$ cat src/rtl/timer_axil_regs.sv
// AXI4-Lite register block for a timer core: CTRL pulses, LOAD, live COUNT, RW1C STATUS.
// Define TIMER_IRQ_MASK_EN to add an IRQ_EN register at 0x10 that gates irq_out.
module timer_axil_regs #(
   parameter int ADDR_W = 5
) (
   input  logic              clk,
   input  logic              rst,
   input  logic [ADDR_W-1:0] s_awaddr,
   input  logic              s_awvalid,
   output logic              s_awready,
   input  logic [31:0]       s_wdata,
   input  logic [3:0]        s_wstrb,
   input  logic              s_wvalid,
   output logic              s_wready,
   output logic [1:0]        s_bresp,
   output logic              s_bvalid,
   input  logic              s_bready,
   input  logic [ADDR_W-1:0] s_araddr,
   input  logic              s_arvalid,
   output logic              s_arready,
   output logic [31:0]       s_rdata,
   output logic [1:0]        s_rresp,
   output logic              s_rvalid,
   input  logic              s_rready,
   output logic              start,
   output logic              stop,
   output logic [31:0]       load_val,
   input  logic [31:0]       cur_count,
   input  logic              timer_irq,
   output logic              irq_out
);

   localparam int WW = ADDR_W - 2;
   localparam logic [WW-1:0] A_CTRL   = WW'(0);
   localparam logic [WW-1:0] A_LOAD   = WW'(1);
   localparam logic [WW-1:0] A_COUNT  = WW'(2);
   localparam logic [WW-1:0] A_STATUS = WW'(3);
   localparam logic [WW-1:0] A_IRQ_EN = WW'(4);
   localparam logic [1:0] RESP_OKAY   = 2'b00;
   localparam logic [1:0] RESP_SLVERR = 2'b10;

   typedef enum logic {W_IDLE, W_RESP} wstate_t;
   typedef enum logic {R_IDLE, R_DATA} rstate_t;

   wstate_t     wstate_q, wstate_d;
   rstate_t     rstate_q, rstate_d;
   logic [1:0]  bresp_q, bresp_d;
   logic [1:0]  rresp_q, rresp_d;
   logic [31:0] rdata_q, rdata_d;
   logic        start_q, start_d;
   logic        stop_q, stop_d;
   logic [31:0] load_q, load_d;
   logic        pend_q, pend_d;
   logic        irq_prev_q;
   logic        irq_out_q, irq_out_d;
   logic        en_q, en_d;
   logic        wr_acc, rd_acc, clr_pend;

   logic [WW-1:0] aw_word, ar_word;
   assign aw_word = s_awaddr[ADDR_W-1:2];
   assign ar_word = s_araddr[ADDR_W-1:2];

   logic unused_addr_lsbs;
   assign unused_addr_lsbs = ^{s_awaddr[1:0], s_araddr[1:0]};

   function automatic logic is_mapped(input logic [WW-1:0] w);
      logic m;
      m = (w == A_CTRL) || (w == A_LOAD) || (w == A_COUNT) || (w == A_STATUS);
`ifdef TIMER_IRQ_MASK_EN
      m = m || (w == A_IRQ_EN);
`endif
      return m;
   endfunction

   // Write channel: address and data are only taken together, one response outstanding.
   always_comb begin
      wstate_d = wstate_q;
      bresp_d  = bresp_q;
      start_d  = 1'b0;
      stop_d   = 1'b0;
      load_d   = load_q;
      en_d     = en_q;
      clr_pend = 1'b0;
      wr_acc   = 1'b0;
      case (wstate_q)
         W_IDLE: begin
            if (!rst && s_awvalid && s_wvalid) begin
               wr_acc   = 1'b1;
               wstate_d = W_RESP;
               bresp_d  = is_mapped(aw_word) ? RESP_OKAY : RESP_SLVERR;
            end
         end
         W_RESP: begin
            if (s_bready) wstate_d = W_IDLE;
         end
         default: wstate_d = W_IDLE;
      endcase
      if (wr_acc) begin
         if (aw_word == A_CTRL) begin
            start_d = s_wstrb[0] & s_wdata[0];
            stop_d  = s_wstrb[0] & s_wdata[1];
         end
         if (aw_word == A_LOAD) begin
            for (int b = 0; b < 4; b++)
               if (s_wstrb[b]) load_d[8*b +: 8] = s_wdata[8*b +: 8];
         end
         if (aw_word == A_STATUS) clr_pend = s_wstrb[0] & s_wdata[0];
`ifdef TIMER_IRQ_MASK_EN
         if (aw_word == A_IRQ_EN && s_wstrb[0]) en_d = s_wdata[0];
`endif
      end
   end

   // A new timer_irq edge beats a simultaneous software clear.
   always_comb begin
      pend_d = (timer_irq & ~irq_prev_q) | (pend_q & ~clr_pend);
`ifdef TIMER_IRQ_MASK_EN
      irq_out_d = pend_q & en_q;
`else
      irq_out_d = pend_q;
`endif
   end

   // Read channel: data is captured at accept so it reflects pre-write register state.
   always_comb begin
      rstate_d = rstate_q;
      rdata_d  = rdata_q;
      rresp_d  = rresp_q;
      rd_acc   = 1'b0;
      case (rstate_q)
         R_IDLE: begin
            if (!rst && s_arvalid) begin
               rd_acc   = 1'b1;
               rstate_d = R_DATA;
            end
         end
         R_DATA: begin
            if (s_rready) rstate_d = R_IDLE;
         end
         default: rstate_d = R_IDLE;
      endcase
      if (rd_acc) begin
         rresp_d = RESP_OKAY;
         rdata_d = 32'h0;
         case (ar_word)
            A_CTRL:   rdata_d = 32'h0;
            A_LOAD:   rdata_d = load_q;
            A_COUNT:  rdata_d = cur_count;
            A_STATUS: rdata_d = {31'h0, pend_q};
`ifdef TIMER_IRQ_MASK_EN
            A_IRQ_EN: rdata_d = {31'h0, en_q};
`endif
            default:  rresp_d = RESP_SLVERR;
         endcase
      end
   end

   always_ff @(posedge clk or posedge rst) begin
      if (rst) begin
         wstate_q   <= W_IDLE;
         rstate_q   <= R_IDLE;
         bresp_q    <= 2'b00;
         rresp_q    <= 2'b00;
         rdata_q    <= 32'h0;
         start_q    <= 1'b0;
         stop_q     <= 1'b0;
         load_q     <= 32'h0;
         pend_q     <= 1'b0;
         irq_prev_q <= 1'b0;
         irq_out_q  <= 1'b0;
         en_q       <= 1'b0;
      end else begin
         wstate_q   <= wstate_d;
         rstate_q   <= rstate_d;
         bresp_q    <= bresp_d;
         rresp_q    <= rresp_d;
         rdata_q    <= rdata_d;
         start_q    <= start_d;
         stop_q     <= stop_d;
         load_q     <= load_d;
         pend_q     <= pend_d;
         irq_prev_q <= timer_irq;
         irq_out_q  <= irq_out_d;
         en_q       <= en_d;
      end
   end

   assign s_awready = wr_acc;
   assign s_wready  = wr_acc;
   assign s_bvalid  = (wstate_q == W_RESP);
   assign s_bresp   = bresp_q;
   assign s_arready = !rst && (rstate_q == R_IDLE);
   assign s_rvalid  = (rstate_q == R_DATA);
   assign s_rdata   = rdata_q;
   assign s_rresp   = rresp_q;
   assign start     = start_q;
   assign stop      = stop_q;
   assign load_val  = load_q;
   assign irq_out   = irq_out_q;

endmodule

$ cat config.mk
export PLATFORM = sky130hd
export DESIGN_NAME = timer_axil_regs
export DESIGN_NICKNAME = d
export VERILOG_FILES = /design/src/rtl/timer_axil_regs.sv
export SDC_FILE = /design/constraint.sdc
export NUM_CORES = 1
export LEC_CHECK = 0
export CAP_MARGIN = 10
export CORE_MARGIN = 4
export CORE_UTILIZATION = 44
export CTS_BUF_LIST = sky130_fd_sc_hd__clkbuf_8
export CTS_CLUSTER_SIZE = 40
export DETAILED_ROUTE_END_ITERATION = 10
export PLACE_DENSITY_LB_ADDON = 0.08
export SYNTH_ARGS = -nofsm -noshare
export SYNTH_HDL_FRONTEND = slang
export SYNTH_SLANG_ARGS = --single-unit
$ cat constraint.sdc
create_clock -name clk -period 4.5 [get_ports clk]
set_clock_uncertainty 0.1 [all_clocks]
set_input_delay 0.9 -clock clk [delete_from_list [all_inputs] [get_ports clk]]
set_output_delay 0.9 -clock clk [all_outputs]
set_load 0.02 [all_outputs]
Word level (Yosys, flattened, before mapping)
Index checks and enable logic that the tools add are counted.

Output and inout bits: 76. Bits of input ports: 86. Flip-flop bits (word level): 75. Logic and storage cells: 62.

Bitwise operators: 9. Multiplexer cells: 17. Equal/unequal tests: 6. Reductions and logical operators: 16.

Operators with widths (number): case mux 32 bit (3 select lines) (1); equality test 3 x 2 -> 1 bit (second input constant) (4); 2-to-1 mux 1 bit (12); AND reduction 3 bit (4); equality test 3 x 1 -> 1 bit (second input constant) (2); logical NOT 3 bit (2); AND 1 bit (4); logical AND 1 bit (4); 2-to-1 mux 2 bit (2); NOT 1 bit (4); case mux 1 bit (2 select lines) (2); OR reduction 4 bit (1); logical OR 1 bit (3); AND reduction 2 bit (1); logical NOT 1 bit (1); bitwise OR 1 bit (1).

Logic depth before layout (Yosys ltp)
Depth after elaboration: 9. Gate-level depth with buffers: 5. Gate-level depth less buffers: 3.

Least setup slack after synthesis
Ideal clock, no wire load.

Kind: input-to-output. Start: input rst. End: output s_wready. Stages: 3. Buffers on the path: 2. Data arrival time: 1.510 ns. Required time: 3.500 ns. Path slack: 1.990 ns. Path through: and4bb_1 -> buf_2 -> buf_4.

Longest elaborated chain between the ends: 5.

Ends and longest elaborated chain: start: declaration (line 7) `input logic rst,`; logical NOT 1 bit (line 87) `if (!rst && s_awvalid && s_wvalid) begin`; logical AND 1 bit (2 in series) (line 87); 2-to-1 mux 1 bit (line 87); 2-to-1 mux 1 bit (line 85) `case (wstate_q)`; end: declaration (line 14) `output logic s_wready,`.

No other way between the ends.

Final worst setup path
Same ends and word-level chain as after synthesis.

==> results.json <==
{
  "cts-buffers-inserted": 9,
  "arrival_ns": 2.53,
  "setup_tns_ns": 0,
  "fin_nets": 490,
  "grt_setup_unrepaired": "no",
  "grt-ovfl-total": 0,
  "top_usage_layer": "met2",
  "post_cts_resize_count": 0,
  "leakagePower_nw": 2.08,
  "layout-drive-gt1-share": 0.152,
  "r2r_cells": 4,
  "mostFrequentLayoutCell": "clkdlybuf4s50_1",
  "synth-seq-cells": 73,
  "diodes": 0,
  "final_cell_mix": "155 x clkdlybuf4s50_1, 73 x dfrtp_1, 35 x nand2_1, 35 x mux2_2, 32 x a22oi_1",
  "syn_area_mm2": 0.00305,
  "cts_max_path_buffers": 2,
  "crit_required_ns": 3.50,
  "hold_violations": 0,
  "cp.buffers_inverters": 2,
  "post-route-period-util": 0.784,
  "synthTopCellsByArea": "dfrtp_1 60%, mux2_2 13%, a22oi_1 7.9%, o21ai_1 4.6%, nand2_1 4.3%",
  "startpoint_type": "input pin",
  "clkSinkCount": 73,
  "fmax_mhz": 283,
  "path_cells": "clkdlybuf4s50_1 -> and4bb_1 -> clkdlybuf4s50_1",
  "portBuffers": 155,
  "antenna_found_initial": 0,
  "fp.dieW_um": 91.2,
  "ys_types": 25,
  "crit_type": "in2out",
  "pwr_density_cell_mw_per_mm2": 360,
  "cap_violations": 0,
  "regToRegEndpoint": "s_rdata[8]",
  "std_cell_rows": 30,
  "tightest_slew_ns": 0.720,
  "holdBufCountCts": 0,
  "critPathMaxFanout": 9,
  "pin_count": 162,
  "worstHoldPathCells": 0,
  "critPathTopFamily": "buffers and inverters",
  "p_int_mw": 1.29,
  "fin_cells": 488,
  "drc_errors": 0,
  "cp_common_cell": "clkdlybuf4s50_1",
  "status": "finished clean",
  "pwr-share-clk": 0.346,
  "synthCells": 250,
  "setup_viol": 0,
  "dieArea_mm2": 0.00833,
  "slowest_delay_ns": 0.67,
  "min_from": "irq_out_d",
  "fill_cells": 519,
  "synth_area_per_cell_um2": 12.2,
  "r2r-start": "s_rvalid",
  "start_util": 0.451,
  "dp.cells": 473,
  "period_needed_ns": 3.53,
  "ys.warnings.count": 0,
  "ant_nets": 0,
  "grtUsageMet3": 0.0696,
  "grt_usage": 0.209,
  "grt_start_max_net_pins": 36,
  "cp-end-kind": "primary output",
  "max_slew_margin": 0.518,
  "routedWlPerCell_um": 17.3,
  "worst_hold_path.endpoint": "irq_out",
  "p_comb_frac": 0.224,
  "die_y_um": 91.2,
  "cts_setup_buffers": 0,
  "drtPass1Iterations": 5,
  "cts_max_level": 3,
  "clkTransAtPathRegs_ns": 0.07,
  "switchingPower_uw": 463,
  "multi_input_area_mm2": 0.00111,
  "gp_congestion": 0.735,
  "gr-usage-met1": 0.248,
  "core_area_mm2": 0.00676,
  "regArea_mm2": 0.00183,
  "hpwl_um": 6090,
  "clk_latency_ns": 0.33,
  "reg2reg_slack_ns": 2.47,
  "viasPerCell": 5.27,
  "cts-root-buf": "clkbuf_8",
  "dr_total_vias": 2570,
  "maxSlewViolCount": 0,
  "synth.largest_area_cell": "dfrtp_1",
  "hold_class": "reg2reg",
  "p_seq_frac": 0.429,
  "wl_um": 8440,
  "cts_tree": "done",
  "synth-seq-area-share": 0.599,
  "grt_pass1_wl_um": 13700,
  "ir_drop_v": 0.000217,
  "use_met2": 0.351,
  "first_global_vias": 2709,
  "drt-initial-drc-count": 72,
  "synth_top_cell_area_share": 0.599,
  "syn2layout_area_growth_pct": 59.9,
  "critPathSlowestCell": "clkdlybuf4s50_1",
  "switching_share": 0.264,
  "final_util": 0.721
}
==> power groups by stage <==
stage          Combinational [mW]  Clock, mW  Sequential [mW]
2_1_floorplan               0.101          0            0.837
3_3_place_gp                0.394          0            0.763
3_5_place_dp                0.398          0            0.767
4_1_cts                     0.400      0.617            0.754
5_1_grt                     0.421      0.646            0.762
6_report                    0.394      0.608            0.754
==> per-layer routing <==
| layer | up-vias | share of wire |
|---|---|---|
| li1 | 1202 | - |
| met1 | 1245 | 0.41 |
| met2 | 111 | 0.48 |
| met3 | 12 | 0.084 |
| met4 | 0 | 0.019 |
| met5 | - | 0 |
==> final cells by class <==
class,instances,area share
Sequential cell,73,0.375
Timing Repair Buffer,160,0.326
Multi-Input combinational cell,155,0.227
Clock buffer,9,0.0254
Clock inverter,6,0.0221
Tap cell,80,0.0205
Inverter,5,0.00385
==> synthesized netlist by cell type <==
| library cell | n |
|---|---|
| buf_4 | 3 |
| or3_4 | 1 |
| conb_1 | 1 |
| a31oi_1 | 1 |
| a22oi_1 | 32 |
| nor4b_1 | 2 |
| nor4bb_1 | 3 |
| o21ai_0 | 3 |
| nand2_1 | 35 |
| dfrtp_1 | 73 |
| mux2_2 | 35 |
| and4bb_1 | 1 |
| inv_1 | 5 |
| nand3b_1 | 2 |
| o21ai_2 | 2 |
| o21ai_1 | 28 |
| nor2_1 | 2 |
| nor3b_4 | 1 |
| or3b_1 | 1 |
| buf_2 | 2 |
| a221o_1 | 1 |
| clkbuf_1 | 10 |
| buf_6 | 3 |
| nor2b_1 | 2 |
| a21o_1 | 1 |
==> logic make-up (layout without fill, tap and decap cells) <==
| family | Yosys count | count (layout) | synth area share |
|---|---|---|---|
| simple gates | 50 | 50 | 0.0870 |
| buf+inv | 23 | 180 | 0.0402 |
| compound gates | 68 | 68 | 0.143 |
| flops | 73 | 73 | 0.599 |
| mux | 35 | 35 | 0.129 |
| other cells | 1 | 2 | 0.00123 |
==> through the flow <==
stage	hold WS, ns	area [um2]	setup slack, ns	power (mW)
global route	0.386	4870	0.892	1.83
floorplan	0.290	3050	1.65	0.938
CTS	0.348	4870	0.948	1.77
finish	0.345	4870	0.970	1.76
detailed placement	0.330	4640	0.958	1.17
global placement	0.315	4640	0.982	1.16
==> how the worst max path moves through the flow <==
stage	startpoint	endpoint	slack (ns)	cells past startpoint
6_report	rst	s_wready	0.97	3
5_1_grt	rst	s_awready	0.89	3
4_1_cts	rst	s_wready	0.95	3
3_5_place_dp	rst	s_wready	0.96	3
3_3_place_gp	rst	s_awready	0.98	3
2_1_floorplan	rst	irq_out	1.65	1
(Power assumes the default switching activity.)
